File: config.mk
export PLATFORM = sky130hd
export DESIGN_NAME = day8_serial_subtractor
export DESIGN_NICKNAME = d
export VERILOG_FILES = /design/src/rtl/day8_pkg.sv /design/src/rtl/day8_full_subtractor.sv /design/src/rtl/day8_serial_subtractor.sv
export SDC_FILE = /design/constraint.sdc
export NUM_CORES = 1
export LEC_CHECK = 0
export BUFFER_PORTS_ARGS = -buffer_cell sky130_fd_sc_hd__buf_2
export CAP_MARGIN = 20
export CORE_ASPECT_RATIO = 1.2
export CORE_MARGIN = 5
export CORE_UTILIZATION = 23
export CTS_BUF_LIST = sky130_fd_sc_hd__clkbuf_16
export DETAILED_ROUTE_END_ITERATION = 7
export HOLD_SLACK_MARGIN = 0.02
export MAX_ROUTING_LAYER = met4
export SYNTH_ARGS = -nofsm -noshare
export SYNTH_HDL_FRONTEND = slang
export SYNTH_SLANG_ARGS = --single-unit
export TNS_END_PERCENT = 50
File: constraint.sdc
create_clock -name clk -period 1.9 [get_ports clk]
set_clock_uncertainty 0.2 [all_clocks]
set_input_delay 0.095 -clock clk [delete_from_list [all_inputs] [get_ports clk]]
set_output_delay 0.095 -clock clk [all_outputs]
set_load 0.02 [all_outputs]
File: src/rtl/day8_pkg.sv
// Shared definitions for the bit-serial subtractor: FSM state encoding and default width.
package day8_pkg;

  localparam int DEFAULT_WIDTH = 8;

  typedef enum logic [1:0] {
    IDLE,
    RUN,
    DONE
  } state_t;

endpackage

File: src/rtl/day8_full_subtractor.sv
// Combinational one-bit full subtractor: d = x - y - bi, bo = borrow out.
module day8_full_subtractor (
  input  logic x,
  input  logic y,
  input  logic bi,
  output logic d,
  output logic bo
);

  assign d  = x ^ y ^ bi;
  assign bo = (~x & y) | (~(x ^ y) & bi);

endmodule

File: src/rtl/day8_serial_subtractor.sv
// LSB-first serial subtractor: one full-subtractor cell reused over WIDTH cycles,
// wrapped in a start/busy/done handshake with registered outputs.
module day8_serial_subtractor
  import day8_pkg::*;
#(
  parameter int WIDTH = DEFAULT_WIDTH
) (
  input  logic             clk,
  input  logic             rst,
  input  logic             start,
  input  logic [WIDTH-1:0] a,
  input  logic [WIDTH-1:0] b,
  input  logic             bin,
  output logic             busy,
  output logic             done,
  output logic [WIDTH-1:0] diff,
  output logic             bout
);

  localparam int CW = $clog2(WIDTH + 1);

  state_t           state;
  logic [WIDTH-1:0] a_sr;
  logic [WIDTH-1:0] b_sr;
  logic [CW-1:0]    cnt;
  logic             br;
  logic             d;
  logic             bo;
  logic [WIDTH-1:0] d_full;

  day8_full_subtractor u_fs (
    .x  (a_sr[0]),
    .y  (b_sr[0]),
    .bi (br),
    .d  (d),
    .bo (bo)
  );

  // d_full is the result register contents including the bit computed this cycle;
  // only the WIDTH-1 already-finished bits need storage.
  generate
    if (WIDTH == 1) begin : g_one
      assign d_full = d;
    end else begin : g_wide
      logic [WIDTH-2:0] d_sr;

      assign d_full = {d, d_sr};

      always_ff @(posedge clk or posedge rst) begin
        if (rst) begin
          d_sr <= '0;
        end else if (state == IDLE && start) begin
          d_sr <= '0;
        end else if (state == RUN) begin
          d_sr <= d_full[WIDTH-1:1];
        end
      end
    end
  endgenerate

  always_ff @(posedge clk or posedge rst) begin
    if (rst) begin
      state <= IDLE;
      a_sr  <= '0;
      b_sr  <= '0;
      br    <= 1'b0;
      cnt   <= '0;
      busy  <= 1'b0;
      done  <= 1'b0;
      diff  <= '0;
      bout  <= 1'b0;
    end else begin
      case (state)
        IDLE: begin
          done <= 1'b0;
          if (start) begin
            a_sr  <= a;
            b_sr  <= b;
            br    <= bin;
            cnt   <= '0;
            busy  <= 1'b1;
            state <= RUN;
          end
        end
        RUN: begin
          br   <= bo;
          a_sr <= a_sr >> 1;
          b_sr <= b_sr >> 1;
          cnt  <= cnt + CW'(1);
          if (cnt == CW'(WIDTH - 1)) begin
            diff  <= d_full;
            bout  <= bo;
            busy  <= 1'b0;
            done  <= 1'b1;
            state <= DONE;
          end
        end
        DONE: begin
          done  <= 1'b0;
          state <= IDLE;
        end
        default: begin
          state <= IDLE;
        end
      endcase
    end
  end

endmodule

==> results of run 1 <==
==> per-stage QoR <==
stage / cells / total power [mW] / utilization [%]
5_1_grt: 295 / 4.03 / 30.9
6_report: 295 / 3.72 / 30.9
4_1_cts: 295 / 3.78 / 30.9
2_1_floorplan: 153 / 2.54 / -
3_3_place_gp: 272 / 2.91 / 27.1
3_5_place_dp: 272 / 2.95 / 27.1
==> area by class of cell <==
cell class              instances  area (µm²)
well taps                      92         115
multi-input cells              95         693
clock buffers                   5         125
fillers                       772        5300
clock inverters                 3        12.5
flip-flops and latches         41        1030
repair buffers                 53         373
inverters                       6        22.5
==> Yosys cell counts, types with 4 or more instances <==
cell	number
inv_1	6
o21ai_0	17
buf_2	7
nor2b_1	4
nand2_1	17
a21oi_1	6
a22oi_1	12
mux2_4	6
a22o_1	9
dfrtp_1	41
==> how the worst max path moves through the flow <==
stage                         end
after floorplan           diff[0]
after global placement    diff[7]
after detailed placement  diff[6]
after CTS                 diff[6]
after global routing      b_sr[7]
final                     diff[6]
==> routing by layer <==
layer | vias to the layer above | global-route usage, % | wire (µm)
li1 | 643 | - | -
met1 | 616 | 11.0 | 1810
met2 | 24 | 13.1 | 1770
met3 | 4 | 2.60 | 180
met4 | 0 | 3.46 | 49
met5 | - | - | 0
==> layout by cell type, fill, tap and decap left out, types with 4 or more instances in the layout <==
cell type,count
dfrtp_1,41
buf_2,30
nand2_1,17
o21ai_0,17
dlygate4sd3_1,15
a22oi_1,12
a22o_1,9
buf_4,7
a21oi_1,6
mux2_4,6
inv_1,6
clkbuf_16,5
nor2b_1,4
==> kinds of logic after synthesis <==
group	share of synthesized area, %
simple gates	9.49
fa+ha+maj	1.80
buf+inv	4.85
compound gates	19.7
mux	7.41
flops	56.8
==> worst max-delay path, stage by stage, from the launching register on <==
cell and delay [ns]:
dfrtp_1 0.38, ha_1 0.19, nand2_1 0.11, nor3_4 0.16, buf_12 0.17, mux2_2 0.33
==> state kept, by name, summed over array words and instances, names as in the netlist <==
signal       count
a_sr             8
b_sr             8
cnt              4
bout             1
br               1
diff             8
g_wide.d_sr      7
busy             1
state            2
done             1
==> power breakdown <==
part           total [mW]  internal [mW]  switching [mW]
Sequential           1.49           1.24           0.245
Combinational        1.45          0.706           0.741
Clock               0.789          0.474           0.314
Total                3.72           2.42            1.30
==> what timing repair did <==
action / 4_1_cts / 5_1_grt
hold buffers: 15 / 0
setup endpoints to repair: 0 / 0
endpoints found under the hold margin: 55 / 0
==> flow_metrics.tcl, run 1 <==
set metrics [dict create \
    run_status "finished, final reports clean" \
    io_pins 31 \
    maxCapViolations 0 \
    grtUsageTotal_pct 8.72 \
    synth_ff_type "dfrtp_1" \
    core_area_mm2 0.00766 \
    whs_ns 0.0370 \
    place_congestion 0.764 \
    crit_fanout 12 \
    holdPathStages 4 \
    first_global_vias 1399 \
    cts_sinks 41 \
    synth.cell_area_mm2 0.00181 \
    post-place-ws_ns 0.243 \
    ys_async_sr_fraction_pct 100 \
    rr_endpoint "diff[6]" \
    r2r_setup_slack_ns 0.24 \
    postCtsSetupBuffers 0 \
    dr_total_vias 1287 \
    root_buffer "clkbuf_16" \
    dp_hpwl_um 2590 \
    yosysTopAreaCell "dfrtp_1" \
    ir_drop_mv 0.804 \
    crit_required_ns 1.86 \
    die_w_um 90.9 \
    fmaxAchievable_ghz 0.603 \
    cts_resized 0 \
    maxSlewHeadroom_pct 64.5 \
    route.detailed.vias_per_inst 4.36 \
    ant_nets 0 \
    firstDrtPassIters 4 \
    rows 35 \
    numCtsBuffers 5 \
    end_kind "register" \
    n_antenna_cell 0 \
    cts_max_level 2 \
    reg2reg_from "cnt[0]" \
    cts_tree "done" \
    r2r.worst_path.cells 5 \
    synth-seq-cells 41 \
    drv_slew 0 \
    avgSynthCellArea_um2 11.8 \
    drt_wl_total_um 3810 \
    ys_warn_count 0 \
    grt_pass1_wl_um 6720 \
    dr.first_iter.drc_count 33 \
    area_growth_pct 31.0 \
    die_area_mm2 0.00974 \
    path_clk_slew_ns 0.06 \
    wire_per_inst_um 12.9 \
    yosysSeqAreaShare_pct 56.8 \
    worstHoldStart "b[3]" \
    synth_edf_count 0 \
    fin_crit_sh_pct 87.3 \
    antenna_found_initial 0 \
    postLayoutCellArea_mm2 0.00237 \
    netlist.area_leader.share_pct 56.8 \
    place_area_mm2 0.00208 \
    start_kind "register" \
    synth_cells 153 \
    min_to "b_sr[3]" \
    drive_gt1_share_pct 27.6 \
    drcViolationCount 0 \
    hold_viol 0 \
    setup_viol 0 \
    tns_ns 0 \
    die_h_um 107 \
    clock_path_buffers 2 \
    grt_max_degree 42 \
    grt_overflow 0 \
    crit_arrival_ns 1.62 \
    yosys.cell_types.count 30 \
    clk_latency_ns 0.28 \
    cellPowerDensity_mw_per_mm2 1570 \
    worst_pin_slew_ns 0.532 \
    crit_type "reg2reg" \
    port_buffers 30 \
    rsz0062_at_grt "no" \
    start_util_pct 23.6 \
    synth.area.top_cells "dfrtp_1 (57%), a22oi_1 (5.0%), mux2_4 (5.0%)" \
    fin_ws_ns 0.241 \
    p_leak_nw 1.11 \
    crit_path_start "cnt[0]" \
    hp-class "in2reg" \
    synth_nets 175 \
    nNetsFinal 224 \
    fin_crit_ns 1.66 \
]
Note: power is estimated with default switching activity, not from simulation.
==> run 2, diff against run 1 <==
--- a/config.mk
+++ b/config.mk
@@ -11,9 +11,11 @@
 export CORE_MARGIN = 5
 export CORE_UTILIZATION = 23
 export CTS_BUF_LIST = sky130_fd_sc_hd__clkbuf_16
+export CTS_CLUSTER_SIZE = 40
 export DETAILED_ROUTE_END_ITERATION = 7
 export HOLD_SLACK_MARGIN = 0.02
 export MAX_ROUTING_LAYER = met4
+export RECOVER_POWER = 100
 export SYNTH_ARGS = -nofsm -noshare
 export SYNTH_HDL_FRONTEND = slang
 export SYNTH_SLANG_ARGS = --single-unit
==> run 2 against run 1 <==
Compared with the run above:
- maximum frequency is 0.50% higher
- first-iteration DRC count is 21% higher
- design area is 2.1% lower
- hold slack worse by 0.00078 ns
- power is 2.6% lower
- die area stayed put
- via count is 0.54% higher
- combinational power is 7% lower
- utilization is 0.64 points lower
- final cell count stayed put
- non-clock buffer count stayed put
- critical path depth stayed put
- critical path type unchanged
==> flow_metrics.tcl, run 2 (synthesis gave the netlist of run 1 again) <==
set metrics [dict create \
    reg.largest.list "a_sr: 8 flops, b_sr: 8 flops, diff: 8 flops" \
    post-place-ws_ns 0.243 \
    drv_slew 0 \
    grt_pass1_wl_um 6720 \
    drcViolationCount 0 \
    swShare_pct 35.9 \
    slowest_stage "dfrtp_1" \
    layout_commonest_cell "dfrtp_1" \
    dp_hpwl_um 2590 \
    maxCapViolations 0 \
    cp_slowest_stage_delay_ns 0.38 \
    setup_viol 0 \
    firstDrtPassIters 4 \
    grt_max_degree 42 \
    fin_crit_sh_pct 86.9 \
    fmaxAchievable_ghz 0.606 \
    worst_pin_slew_ns 1.05 \
    core_area_mm2 0.00766 \
    end_kind "register" \
    numCtsBuffers 5 \
    run_status "finished, final reports clean" \
    fin_crit_ns 1.65 \
    rsz0062_at_grt "no" \
    p_clk_share_pct 21.9 \
    crit_type "reg2reg" \
    grt_overflow 0 \
    postCtsSetupBuffers 0 \
    cts_max_level 2 \
    crit_chain "ha_1, nand2_1, nor3_4, buf_12, mux2_1" \
    cts_hold_buf 15 \
    port_buffers 30 \
    ant_nets 0 \
    path_clk_slew_ns 0.06 \
    cellPowerDensity_mw_per_mm2 1560 \
    p_leak_nw 1.05 \
    die_w_um 90.9 \
    cts_tree "done" \
    crit_arrival_ns 1.61 \
    n_antenna_cell 0 \
    root_buffer "clkbuf_16" \
    dr_total_vias 1294 \
    die_area_mm2 0.00974 \
    nNetsFinal 224 \
    first_global_vias 1399 \
    area_growth_pct 28.3 \
    drive_gt1_share_pct 18.2 \
    p_int_mw 2.33 \
    io_pins 31 \
    dr.first_iter.drc_count 40 \
    clock_path_buffers 2 \
    cts_sinks 41 \
    maxSlewHeadroom_pct 30.3 \
    wire_per_inst_um 13.0 \
    p_seq_share_pct 41.0 \
    rows 35 \
    p_switching_mw 1.30 \
    fin_ws_ns 0.249 \
    clk_latency_ns 0.28 \
    pwr-share-comb_pct 37.1 \
    start_util_pct 23.6 \
    hp-class "in2reg" \
    antenna_found_initial 0 \
    mostFrequentLayoutCells "dfrtp_1 (41), buf_2 (19), nand2_1 (17), o21ai_0 (17), dlygate4sd3_1 (15)" \
    route.detailed.vias_per_inst 4.39 \
    crit_required_ns 1.86 \
    place_congestion 0.764 \
    tns_ns 0 \
    hold_viol 0 \
    cts_resized 0 \
    start_kind "register" \
    die_h_um 107 \
    drt_wl_total_um 3830 \
    crit_fanout 12 \
    ir_drop_mv 0.787 \
    grtUsageTotal_pct 8.72 \
]
[run 2: layer usage]
metal  vias to the layer above  GRT usage (%)  wire, µm
li1                        643              -         -
met1                       621           11.0      1820
met2                        26           13.1      1770
met3                         4           2.60       192
met4                         0           3.46        49
met5                         -              -         0
[run 2: per-stage QoR]
step | util (%) | hold WS, ns | std cells | area (µm²) | power (mW)
2_1_floorplan | - | 0.0770 | 153 | 1810 | 2.54
3_3_place_gp | 27.1 | 0.0588 | 272 | 2080 | 2.91
3_5_place_dp | 27.1 | 0.0667 | 272 | 2080 | 2.95
4_1_cts | 30.9 | 0.0371 | 295 | 2370 | 3.78
5_1_grt | 30.3 | 0.0654 | 295 | 2320 | 3.94
6_report | 30.3 | 0.0362 | 295 | 2320 | 3.63
[run 2: final cells by class]
class / count / area [µm²]
fillers: 789 / 5350
multi-input cells: 95 / 671
flip-flops and latches: 41 / 1030
clock buffers: 5 / 125
inverters: 6 / 22.5
well taps: 92 / 115
repair buffers: 53 / 347
clock inverters: 3 / 12.5
[run 2: worst paths after layout]
check / slack [ns] / startpoint / cells past startpoint / end
setup / recovery: 0.25 / cnt[0] / 5 / diff[0]
hold / removal: 0.04 / b[3] / 4 / b_sr[3]
setup reg to reg: 0.25 / cnt[0] / 5 / diff[0]
hold reg to reg: 0.28 / b_sr[5] / 2 / b_sr[5]
max in group asynchronous: 0.38 / rst / 4 / a_sr[5]
min in group asynchronous: 0.49 / rst / 4 / busy
[run 2: power groups by stage]
| stage | Clock [mW] | Combinational [mW] | Sequential (mW) |
|---|---|---|---|
| floorplan | 0 | 0.980 | 1.56 |
| global placement | 0 | 1.42 | 1.49 |
| detailed placement | 0 | 1.45 | 1.50 |
| CTS | 0.812 | 1.48 | 1.49 |
| global route | 0.866 | 1.53 | 1.54 |
| finish | 0.794 | 1.35 | 1.49 |
[run 2: worst max-delay path: cells and delay by family, from the launching register on]
family	cells	cell delay, ns
flops	1	0.38
simple gates	2	0.27
buf+inv	1	0.16
mux	1	0.33
fa+ha+maj	1	0.19
